### src/rtl/sdram_frame_writer_if.sv
// rtl/sdram_frame_writer_if.sv - pixel stream and SDRAM command bus bundle for the frame writer
interface sdram_frame_writer_if;
    logic        pixel_valid;
    logic [23:0] pixel_data;
    logic        pixel_last;
    logic        pixel_ready;
    logic        bus_request;
    logic        bus_grant;
    logic [1:0]  command;
    logic [21:0] data_address;
    logic [31:0] data_write;
    logic        data_write_done;

    // renderer / arbiter / controller side
    modport master (
        output pixel_valid, pixel_data, pixel_last, bus_grant, data_write_done,
        input  pixel_ready, bus_request, command, data_address, data_write
    );

    // frame writer side
    modport slave (
        input  pixel_valid, pixel_data, pixel_last, bus_grant, data_write_done,
        output pixel_ready, bus_request, command, data_address, data_write
    );
endinterface

### src/rtl/sdram_frame_writer.sv
// rtl/sdram_frame_writer.sv - buffered burst writer of a pixel stream into SDRAM (optional FRAME_WRITER_TAG_EN)
module sdram_frame_writer #(
    parameter int FRAME_PIXELS = 384000,
    parameter int BASE_ADDR    = 0,
    parameter int BURST_LENGTH = 8,
    parameter int FIFO_DEPTH   = 16
) (
    input  logic                 clk,
    input  logic                 rst_n,
    sdram_frame_writer_if.slave  bus,
    output logic                 frame_done,
    output logic                 frame_error
);
    localparam int PW = $clog2(FIFO_DEPTH);
    localparam int CW = PW + 1;
    localparam int IW = $clog2(FRAME_PIXELS + 1);
    localparam int BW = $clog2(BURST_LENGTH + 1);

    localparam logic [1:0]    CMD_IDLE  = 2'd0;
    localparam logic [1:0]    CMD_WRITE = 2'd1;
    localparam logic [21:0]   BASE      = 22'(BASE_ADDR);
    localparam logic [IW-1:0] LAST_IDX  = IW'(FRAME_PIXELS - 1);
    localparam logic [CW-1:0] FULL_CNT  = CW'(FIFO_DEPTH);
    localparam logic [CW-1:0] BURST_CNT = CW'(BURST_LENGTH);
    localparam logic [BW-1:0] BEAT_LOAD = BW'(BURST_LENGTH - 1);

    typedef enum logic [1:0] {
        S_IDLE,
        S_REQUEST,
        S_WRITE,
        S_RELEASE
    } state_t;

    state_t state, state_next;

    // each entry is {last_flag, rgb}; last_flag also covers the implicit end of frame
    logic [24:0]   mem [FIFO_DEPTH];
    logic [PW-1:0] wr_ptr;
    logic [PW-1:0] rd_ptr;
    logic [CW-1:0] count;
    logic [CW-1:0] last_count;
    logic [IW-1:0] in_idx;
    logic [BW-1:0] beat_cnt;
    logic [21:0]   wr_addr;
    logic [7:0]    tag;

    logic full;
    logic push;
    logic pop;
    logic in_last;
    logic head_last;
    logic empty_after_pop;

    assign full            = (count == FULL_CNT);
    assign bus.pixel_ready = rst_n && !full;
    assign push            = bus.pixel_valid && bus.pixel_ready;
    assign in_last         = bus.pixel_last || (in_idx == LAST_IDX);
    assign head_last       = mem[rd_ptr][24];
    assign pop             = (state == S_WRITE) && bus.data_write_done;
    assign empty_after_pop = (count == CW'(1)) && !push;

    assign bus.data_address = wr_addr;
    assign bus.data_write   = (state == S_WRITE) ? {tag, mem[rd_ptr][23:0]} : 32'd0;

    // FIFO storage; contents beyond the occupancy count are don't-care so no reset
    always_ff @(posedge clk) begin
        if (push) begin
            mem[wr_ptr] <= {in_last, bus.pixel_data};
        end
    end

    // FIFO pointers, occupancy, stored last-flag count, input pixel index and error flag
    always_ff @(posedge clk) begin
        if (!rst_n) begin
            wr_ptr      <= '0;
            rd_ptr      <= '0;
            count       <= '0;
            last_count  <= '0;
            in_idx      <= '0;
            frame_error <= 1'b0;
        end else begin
            if (push) begin
                wr_ptr <= wr_ptr + 1'b1;
                in_idx <= in_last ? '0 : in_idx + 1'b1;
                if (bus.pixel_last && (in_idx != LAST_IDX)) begin
                    frame_error <= 1'b1;
                end
            end
            if (pop) begin
                rd_ptr <= rd_ptr + 1'b1;
            end
            count      <= count + CW'(push) - CW'(pop);
            last_count <= last_count + CW'(push && in_last) - CW'(pop && head_last);
        end
    end

    // state register
    always_ff @(posedge clk) begin
        if (!rst_n) begin
            state <= S_IDLE;
        end else begin
            state <= state_next;
        end
    end

    // next-state and bus control; a flushable last entry starts a short burst
    always_comb begin
        state_next      = state;
        bus.bus_request = 1'b0;
        bus.command     = CMD_IDLE;
        case (state)
            S_IDLE: begin
                if ((count >= BURST_CNT) || ((count != '0) && (last_count != '0))) begin
                    state_next = S_REQUEST;
                end
            end
            S_REQUEST: begin
                bus.bus_request = 1'b1;
                if (bus.bus_grant) begin
                    state_next = S_WRITE;
                end
            end
            S_WRITE: begin
                bus.bus_request = 1'b1;
                bus.command     = CMD_WRITE;
                if (pop && ((beat_cnt == '0) || head_last || empty_after_pop)) begin
                    state_next = S_RELEASE;
                end
            end
            S_RELEASE: begin
                state_next = S_IDLE;
            end
            default: begin
                state_next = S_IDLE;
            end
        endcase
    end

    // beat counter, write address and end-of-frame pulse
    always_ff @(posedge clk) begin
        if (!rst_n) begin
            beat_cnt   <= '0;
            wr_addr    <= BASE;
            frame_done <= 1'b0;
        end else begin
            frame_done <= pop && head_last;
            if ((state == S_REQUEST) && bus.bus_grant) begin
                beat_cnt <= BEAT_LOAD;
            end else if (pop) begin
                beat_cnt <= beat_cnt - 1'b1;
            end
            if (pop) begin
                wr_addr <= head_last ? BASE : wr_addr + 22'd1;
            end
        end
    end

`ifdef FRAME_WRITER_TAG_EN
    logic [7:0] frame_count;

    // frame counter stamped into the upper byte of every written word
    always_ff @(posedge clk) begin
        if (!rst_n) begin
            frame_count <= 8'd0;
        end else if (frame_done) begin
            frame_count <= frame_count + 8'd1;
        end
    end

    assign tag = frame_count;
`else
    assign tag = 8'd0;
`endif

endmodule
### src/flat_wrapper.sv
// flat-port wrapper written by rule: the top's interface ports become plain ports
module sdram_frame_writer_flat 
#(
    parameter int FRAME_PIXELS = 384000,
    parameter int BASE_ADDR    = 0,
    parameter int BURST_LENGTH = 8,
    parameter int FIFO_DEPTH   = 16
)
  (clk, rst_n, frame_done, frame_error, bus_pixel_valid, bus_pixel_data, bus_pixel_last, bus_bus_grant, bus_data_write_done, bus_pixel_ready, bus_bus_request, bus_command, bus_data_address, bus_data_write);
  sdram_frame_writer_if bus_i ();
  input  logic clk;
  input  logic rst_n;
  output logic frame_done;
  output logic frame_error;
  input wire logic [$bits(bus_i.pixel_valid)-1:0] bus_pixel_valid;
  input wire logic [$bits(bus_i.pixel_data)-1:0] bus_pixel_data;
  input wire logic [$bits(bus_i.pixel_last)-1:0] bus_pixel_last;
  input wire logic [$bits(bus_i.bus_grant)-1:0] bus_bus_grant;
  input wire logic [$bits(bus_i.data_write_done)-1:0] bus_data_write_done;
  output wire logic [$bits(bus_i.pixel_ready)-1:0] bus_pixel_ready;
  output wire logic [$bits(bus_i.bus_request)-1:0] bus_bus_request;
  output wire logic [$bits(bus_i.command)-1:0] bus_command;
  output wire logic [$bits(bus_i.data_address)-1:0] bus_data_address;
  output wire logic [$bits(bus_i.data_write)-1:0] bus_data_write;
  assign bus_i.pixel_valid = bus_pixel_valid;
  assign bus_i.pixel_data = bus_pixel_data;
  assign bus_i.pixel_last = bus_pixel_last;
  assign bus_i.bus_grant = bus_bus_grant;
  assign bus_i.data_write_done = bus_data_write_done;
  assign bus_pixel_ready = bus_i.pixel_ready;
  assign bus_bus_request = bus_i.bus_request;
  assign bus_command = bus_i.command;
  assign bus_data_address = bus_i.data_address;
  assign bus_data_write = bus_i.data_write;
  sdram_frame_writer #(.FRAME_PIXELS(FRAME_PIXELS), .BASE_ADDR(BASE_ADDR), .BURST_LENGTH(BURST_LENGTH), .FIFO_DEPTH(FIFO_DEPTH)) u_core (.clk(clk), .rst_n(rst_n), .bus(bus_i), .frame_done(frame_done), .frame_error(frame_error));
endmodule
### config.mk
export PLATFORM = sky130hd
export DESIGN_NAME = sdram_frame_writer_flat
export DESIGN_NICKNAME = d
export VERILOG_FILES = /design/src/rtl/sdram_frame_writer_if.sv /design/src/rtl/sdram_frame_writer.sv /design/src/flat_wrapper.sv
export SDC_FILE = /design/constraint.sdc
export NUM_CORES = 1
export LEC_CHECK = 0
export ABC_AREA = 1
export BUFFER_PORTS_ARGS = -buffer_cell sky130_fd_sc_hd__clkbuf_2
export CAP_MARGIN = 10
export CORE_UTILIZATION = 25
export CTS_BUF_LIST = sky130_fd_sc_hd__clkbuf_8 sky130_fd_sc_hd__clkbuf_16
export DETAILED_ROUTE_END_ITERATION = 10
export HOLD_SLACK_MARGIN = 0.02
export PLACE_DENSITY = 0.37
export REMOVE_ABC_BUFFERS = 1
export SLEW_MARGIN = 20
export SYNTH_ARGS = -nofsm -noshare
export SYNTH_HDL_FRONTEND = slang
export SYNTH_SLANG_ARGS = --single-unit
### constraint.sdc
create_clock -name clk -period 3.55 [get_ports clk]
set_input_delay 0.1775 -clock clk [delete_from_list [all_inputs] [get_ports clk]]
set_output_delay 0.1775 -clock clk [all_outputs]
set_load 0.005 [all_outputs]
==> summary.md, run 1 <==
| Metric | Value |
|---|---|
| Status | completed |
| Reg-to-reg setup timing slack | 0.44 ns |
| Ys flop type | edfxtp_1 |
| First-pass GRT wire length | 83900 um |
| Placer Congestion | 0.741 |
| Setup crit start kind | register |
| Worst VDD drop | 0.000339 V |
| Avg Inst Size Synth | 12.0 um2 |
| Relative slew slack | 38.5% |
| CP max-delay cell | buf_6 |
| Post-route setup TNS | 0 ns |
| Hold path startpoint | rst_n |
| # rows | 101 |
| Largest delay share family, worst path | buffers and inverters |
| R2R Path End | u_core.last_count[4]$_SDFF_PN0_ |
| IO Port Bufs | 80 |
| Die Ht | 280 um |
| Layout area overhead | 19.3% |
| Vias per std cell | 4.60 |
| Fmax | 0.309 GHz |
| Critical path endpoint category | primary output |
| Initial Utilization | 25.4% |
| Area of the mapped netlist | 19400 um2 |
| Global Route Usage Sum | 14.2% |
| Die X | 280 um |
| Layout cells sized above 1 | 13.5% |
| Worst slack at placement | 0.449 ns |
| WL final | 55900 um |
| Core Footprint | 76300 um2 |
| Post-DRT Antenna Nets | 0 |
| Reg clk slew, reported paths | 0.06 ns |
| P_leak | 7.72 nW |
| Ports | 90 |
| H-tree Lvls | 2 |
| Worst hold path class | in -> reg |
| Setup-failing EPs final | 0 |
| Drt initial violations | 953 |
| Clock Sinks | 471 |
| DR vias | 12900 |
| Power, Total | 13.7 mW |
| Diodes inserted | 0 |
| Vias in the first global route | 12900 |
| Slew @ Worst Pin | 0.923 ns |
| Total grt overflow | 0 |
| Initial antenna violation count | 2 |
| CP Cell Sequence | inv_6, buf_6, o21ai_0, o221ai_1, nand3_1, a21oi_1, clkbuf_2 |
| Die area | 78600 um2 |
| Tmin final | 3.24 ns |
| Max-cap check violation count | 0 |
| Mapped Cells | 1621 |
| #FFs+latches synth | 471 |
| Yosys warns | 0 |
| TritonRoute pass-1 iters | 5 |
| Post-DR wirelength/cell | 19.9 um |
| Final Cycle Share | 91.2% |
| WS Path Type | reg -> out |
| Minimum hold slack | 0.0667 ns |
| DPL Wire Length | 28900 um |
| RSZ-0062 raised after global routing | no |
| Hold path cells | 4 |
| Layout net count | 1785 |
| Skew final | 0.0211 ns |
| Clock root buffer | clkbuf_16 |
| Largest net degree at the start of global routing | 97 |
| P per Cell Area | 591 nW/um2 |
| # DRC | 0 |
| Hold worst-path end | u_core.count[0]$_SDFF_PN0_ |
| Placed inst area | 21000 um2 |
| Final hold vios | 0 |
| Library cells used by synthesis | 46 |
| CP Max Fanout | 88 |
| Worst setup margin | 0.311 ns |
| Ys async rst share | 0% |
| CTS tree | done |
| Max clock buf depth | 3 |
| Num CTS Buffers | 56 |
| Worst Path Buf+Inv | 3 |
| Crit path required time | 3.37 ns |
| Skew-Pair Late Insertion Delay | 0.62 ns |
| Fill count | 7889 |
| Critical Path AT | 3.06 ns |
| Slowest stage delay, CP | 0.60 ns |
| Register area share after synthesis | 69.3% |
| Fin. max-slew vios | 0 |
| Number of synthesized flops with an enable pin | 400 |
| R2R cell count | 15 |
| Post-route cell area | 23100 um2 |
==> sequential cells by signal, summed over array words and instances (netlist names), named ones only <==
register,count
u_core.last_count,5
u_core.beat_cnt,4
u_core.count,5
u_core.frame_error,1
u_core.rd_ptr,4
u_core.bus.data_address,22
u_core.wr_ptr,4
u_core.in_idx,19
u_core.frame_done,1
u_core.mem,400
u_core.state,2
==> what timing repair did <==
| action | in CTS | in global routing |
|---|---|---|
| resized for setup | 1 | 2 |
| endpoints found under the setup margin | 2 | 4 |
| pin swaps | 0 | 0 |
| setup buffers | 0 | 0 |
| hold buffers | 27 | 0 |
| hold endpoints to repair | 396 | 0 |
==> metal layers <==
metal | GRT usage (%) | part of all wire [%] | vias to the layer above
met4 | 3.38 | 1.7 | 4
met5 | 0 | 0.041 | -
met3 | 2.13 | 4.3 | 75
met2 | 23.4 | 47 | 263
met1 | 19.6 | 47 | 6451
li1 | - | - | 6101
==> layout by cell type, fill, tap and decap left out, types with 28 or more instances in the layout <==
cell type / n
dfxtp_1: 67
nand2_1: 103
buf_4: 28
o221ai_1: 71
inv_1: 93
nand3_1: 64
clkbuf_16: 57
clkbuf_2: 80
a21oi_1: 55
nor2_1: 269
edfxtp_1: 400
o21ai_0: 210
==> area by class of cell <==
type / instances / area, um2 / share of cell area, %
Multi-Input combinational cell: 964 / 5240 / 22.7
Clock buffer: 59 / 1450 / 6.29
Clock inverter: 45 / 320 / 1.39
Tap cell: 1030 / 1290 / 5.58
Timing Repair Buffer: 143 / 1010 / 4.39
Sequential cell: 471 / 13400 / 58.2
Inverter: 90 / 343 / 1.48
==> how the worst max path moves through the flow <==
stage | start | end | slack [ns] | depth (start not counted)
5_1_grt | register | bus_data_write[0] | 0.05 | 7
4_1_cts | register | bus_data_write[18] | 0.04 | 7
3_5_place_dp | register | u_core.last_count[4]$_SDFF_PN0_ | 0.45 | 15
2_1_floorplan | register | u_core.last_count[4]$_SDFF_PN0_ | -3.95 | 17
3_3_place_gp | register | u_core.last_count[4]$_SDFF_PN0_ | 0.48 | 15
6_report | register | bus_data_write[0] | 0.31 | 7
==> synth_stat cells, types with 25 or more instances <==
master,n,share of area (%)
buf_2,40,1.0
o211ai_1,25,0.97
o221ai_1,71,3.2
nand2_1,103,2.0
a21oi_1,55,1.4
o22ai_1,26,0.84
nand3_1,64,1.7
inv_1,83,1.6
edfxtp_1,400,62
clkbuf_1,45,0.87
dfxtp_1,71,7.3
o21ai_0,210,5.4
ha_1,27,1.7
nor2_1,285,5.5
==> cell families (layout without fill, tap and decap cells) <==
group,count (synthesis),count (layout),synth area share [%]
AND/OR/NAND/NOR,509,509,11.1
flip-flops,471,471,69.3
AO/OA/AOI/OAI,397,397,12.3
buffers and inverters,194,337,4.40
adder cells (fa/ha/maj),29,29,1.95
XOR/XNOR,20,20,0.904
other,1,9,0.0194
==> per-stage QoR <==
stage	cells	utilization, %
finish	2802	30.3
global route	2802	30.3
CTS	2802	30.3
detailed placement	2671	27.6
global placement	2671	27.6
floorplan	1525	-
==> worst reg2reg max path, cell delays in order, from the launching register on <==
cell      delay, ns
dfxtp_4        0.52
clkinv_1       0.42
nand3_1        0.21
nand3_1        0.11
nand2_2        0.15
nand2_4        0.09
inv_1          0.07
ha_1           0.21
inv_1          0.05
ha_1           0.16
inv_1          0.06
fa_1           0.40
nor3_1         0.24
a211oi_1       0.08
o21ai_0        0.15
a21oi_1        0.06
==> power breakdown <==
part	internal, mW	switching, mW
logic	0.593	1.28
clock network	3.17	2.36
registers	6.14	0.0996
total	9.91	3.74
No activity file was read; power rests on OpenSTA's default activity.
==> run 2, diff against run 1 <==
--- a/config.mk
+++ b/config.mk
@@ -8,6 +8,7 @@
 export ABC_AREA = 1
 export BUFFER_PORTS_ARGS = -buffer_cell sky130_fd_sc_hd__clkbuf_2
 export CAP_MARGIN = 10
+export CORE_ASPECT_RATIO = 1.4
 export CORE_UTILIZATION = 25
 export CTS_BUF_LIST = sky130_fd_sc_hd__clkbuf_8 sky130_fd_sc_hd__clkbuf_16
 export DETAILED_ROUTE_END_ITERATION = 10
==> constraint.sdc (replaced) <==
create_clock -name clk -period 3.55 [get_ports clk]
set_input_delay 0.1775 -clock clk [delete_from_list [all_inputs] [get_ports clk]]
set_output_delay 0.1775 -clock clk [all_outputs]
set_load 0.1 [all_outputs]
==> run 2 against run 1 <==
Sequential power about the same. Maximum frequency down 2.0%. Total power up 1.8%. First-iteration DRC count down 18%. Via count down 0.87%. Cell count down 2.4%. Clock power down 11%. Worst hold slack worse by 0.011 ns. Clock skew up 0.00090 ns. Global-route usage up 0.15 points. Non-clock buffer count up 3. Critical path type unchanged. Largest power group unchanged. Highest routed layer is now met4.
==> summary.md, run 2 (synthesized netlist as in run 1, its figures left out) <==
| Metric | Value |
|---|---|
| Worst hold path class | in -> reg (unchanged) |
| Setup-failing EPs final | 0 (unchanged) |
| Slew @ Worst Pin | 0.940 ns (was 0.923 ns) |
| Layout cells sized above 1 | 13.1% (was 13.5%) |
| DR vias | 12800 (was 12900) |
| Worst setup margin | 0.246 ns (was 0.311 ns) |
| Global Route Usage Sum | 14.4% (was 14.2%) |
| Tmin final | 3.30 ns (was 3.24 ns) |
| TritonRoute pass-1 iters | 4 (was 5) |
| Worst slack at placement | 0.444 ns (was 0.449 ns) |
| Max clock buf depth | 3 (unchanged) |
| Power, Total | 13.9 mW (was 13.7 mW) |
| Die Ht | 331 um (was 280 um) |
| Initial antenna violation count | 0 (was 2) |
| Post-CTS setup repair buffer count | 0 (unchanged) |
| Reg clk slew, reported paths | 0.06 ns (about the same) |
| Post-DR wirelength/cell | 20.6 um (was 19.9 um) |
| Crit path required time | 3.37 ns (about the same) |
| Ports | 90 (unchanged) |
| Diodes inserted | 0 (unchanged) |
| Post-route cell area | 23100 um2 (unchanged) |
| Max-cap check violation count | 0 (unchanged) |
| Fin. max-slew vios | 0 (unchanged) |
| Post-Route Utilization | 30.2% (was 30.3%) |
| DPL Wire Length | 31700 um (was 28900 um) |
| Final hold vios | 0 (unchanged) |
| Cts repair resizes | 0 (was 1) |
| CP Max Fanout | 88 (unchanged) |
| Fmax | 0.303 GHz (was 0.309 GHz) |
| Skew final | 0.0220 ns (was 0.0211 ns) |
| Biggest register | u_core.mem (unchanged) |
| Post-DRT Antenna Nets | 0 (unchanged) |
| Largest net degree at the start of global routing | 89 (was 97) |
| CTS tree | done (unchanged) |
| # DRC | 0 (unchanged) |
| WL final | 56500 um (was 55900 um) |
| Initial Utilization | 25.3% (was 25.4%) |
| Layout area overhead | 19.3% (unchanged) |
| Status | completed (unchanged) |
| Post-route setup TNS | 0 ns (unchanged) |
| Die X | 237 um (was 280 um) |
| Slowest stage delay, CP | 0.75 ns (was 0.60 ns) |
| P_leak | 7.71 nW (was 7.72 nW) |
| WS Path Type | reg -> out (unchanged) |
| CP Cell Sequence | buf_4, o21ai_0, o22ai_1, o211ai_1, a21oi_1, buf_12 (was inv_6, buf_6, o21ai_0, o221ai_1, nand3_1, a21oi_1, clkbuf_2) |
| Die area | 78600 um2 (about the same) |
| Vias per std cell | 4.67 (was 4.60) |
| Num CTS Buffers | 50 (was 56) |
| Layout net count | 1782 (was 1785) |
| P per Cell Area | 602 nW/um2 (was 591 nW/um2) |
| Critical Path AT | 3.13 ns (was 3.06 ns) |
| H-tree Lvls | 2 (unchanged) |
| Relative slew slack | 37.3% (was 38.5%) |
| Placed inst area | 21400 um2 (was 21000 um2) |
| Total grt overflow | 0 (unchanged) |
| Critical path endpoint category | primary output (unchanged) |
| Skew-Pair Late Insertion Delay | 0.60 ns (was 0.62 ns) |
| First-pass GRT wire length | 85300 um (was 83900 um) |
| Clock root buffer | clkbuf_16 (unchanged) |
| Reg-to-reg setup timing slack | 0.47 ns (was 0.44 ns) |
| Max FFs per register | 400 (unchanged) |
| CP max-delay cell | buf_4 (was buf_6) |
| Commonest non-fill, non-tap cells in the layout | edfxtp_1, nor2_1, o21ai_0 (unchanged) |
| Placer Congestion | 0.747 (was 0.741) |
| RSZ-0062 raised after global routing | no (unchanged) |
| Commonest non-fill, non-tap cell in the layout | edfxtp_1 (unchanged) |
| Final Cycle Share | 93.1% (was 91.2%) |
| # rows | 120 (was 101) |
| Clock Sinks | 471 (unchanged) |
| Worst VDD drop | 0.000359 V (was 0.000339 V) |
| IO Port Bufs | 80 (unchanged) |
| Core Footprint | 76600 um2 (was 76300 um2) |
| Drt initial violations | 781 (was 953) |
| Vias in the first global route | 13300 (was 12900) |
| Setup crit start kind | register (unchanged) |
[run 2: changes by cell type in the layout (fill, tap and decap cells not counted), moves of 4 or more]
cell / delta
clkbuf_2: -24
buf_12: +23
buf_4: +14
clkinv_2: -9
dlygate4sd3_1: -7
inv_1: +7
clkbuf_16: -6
clkinv_1: -4
[run 2: through the flow]
step / instances / hold WS, ns
after CTS: 2736 / 0.0214
after global placement: 2627 / 0.421
after global routing: 2736 / 0.0597
after floorplan: 1525 / 0.271
final: 2736 / 0.0556
after detailed placement: 2627 / 0.424
[run 2: worst max-delay path: cells and delay by family (launching register included)]
family                 cells  cell delay, ns
AO/OA/AOI/OAI              4            1.06
buffers and inverters      2            0.99
flip-flops                 1            0.45
[run 2: area by class of cell]
class	count	area, um2
well taps	976	1220
clock inverters	38	224
flip-flops and latches	471	13400
multi-input cells	964	5240
inverters	90	343
clock buffers	51	1280
repair buffers	146	1360
fillers	7791	53500
[run 2: path summary, 6_finish.rpt]
path                            depth (start not counted)                              end                          start
worst max register to register                         15  u_core.last_count[4]$_SDFF_PN0_                       register
worst max-delay path                                    6                bus_data_write[4]                       register
worst min register to register                          1                         register  u_core.rd_ptr[3]$_SDFFE_PN0P_
worst min-delay path                                    1       u_core.mem[1][0]$_DFFE_PP_              bus_pixel_data[0]
[run 2: layer usage]
| layer | share of wire (%) | up-vias | global-route usage, % |
|---|---|---|---|
| met5 | 0 | - | 0 |
| li1 | - | 6071 | - |
| met1 | 43 | 6425 | 17.8 |
| met3 | 3.7 | 70 | 2.42 |
| met2 | 51 | 216 | 25.6 |
| met4 | 2.0 | 0 | 3.93 |
[run 2: report_power, final]
group | internal, mW | switching (mW) | total [mW]
combinational | 0.773 | 1.97 | 2.74
sequential | 6.14 | 0.0846 | 6.22
clock | 2.73 | 2.20 | 4.93
total | 9.65 | 4.25 | 13.9
[run 2: what timing repair did]
| item | 4_1_cts | 5_1_grt |
|---|---|---|
| endpoints found under the setup margin | 0 | 0 |
| hold endpoints to repair | 272 | 0 |
| hold buffers | 20 | 0 |
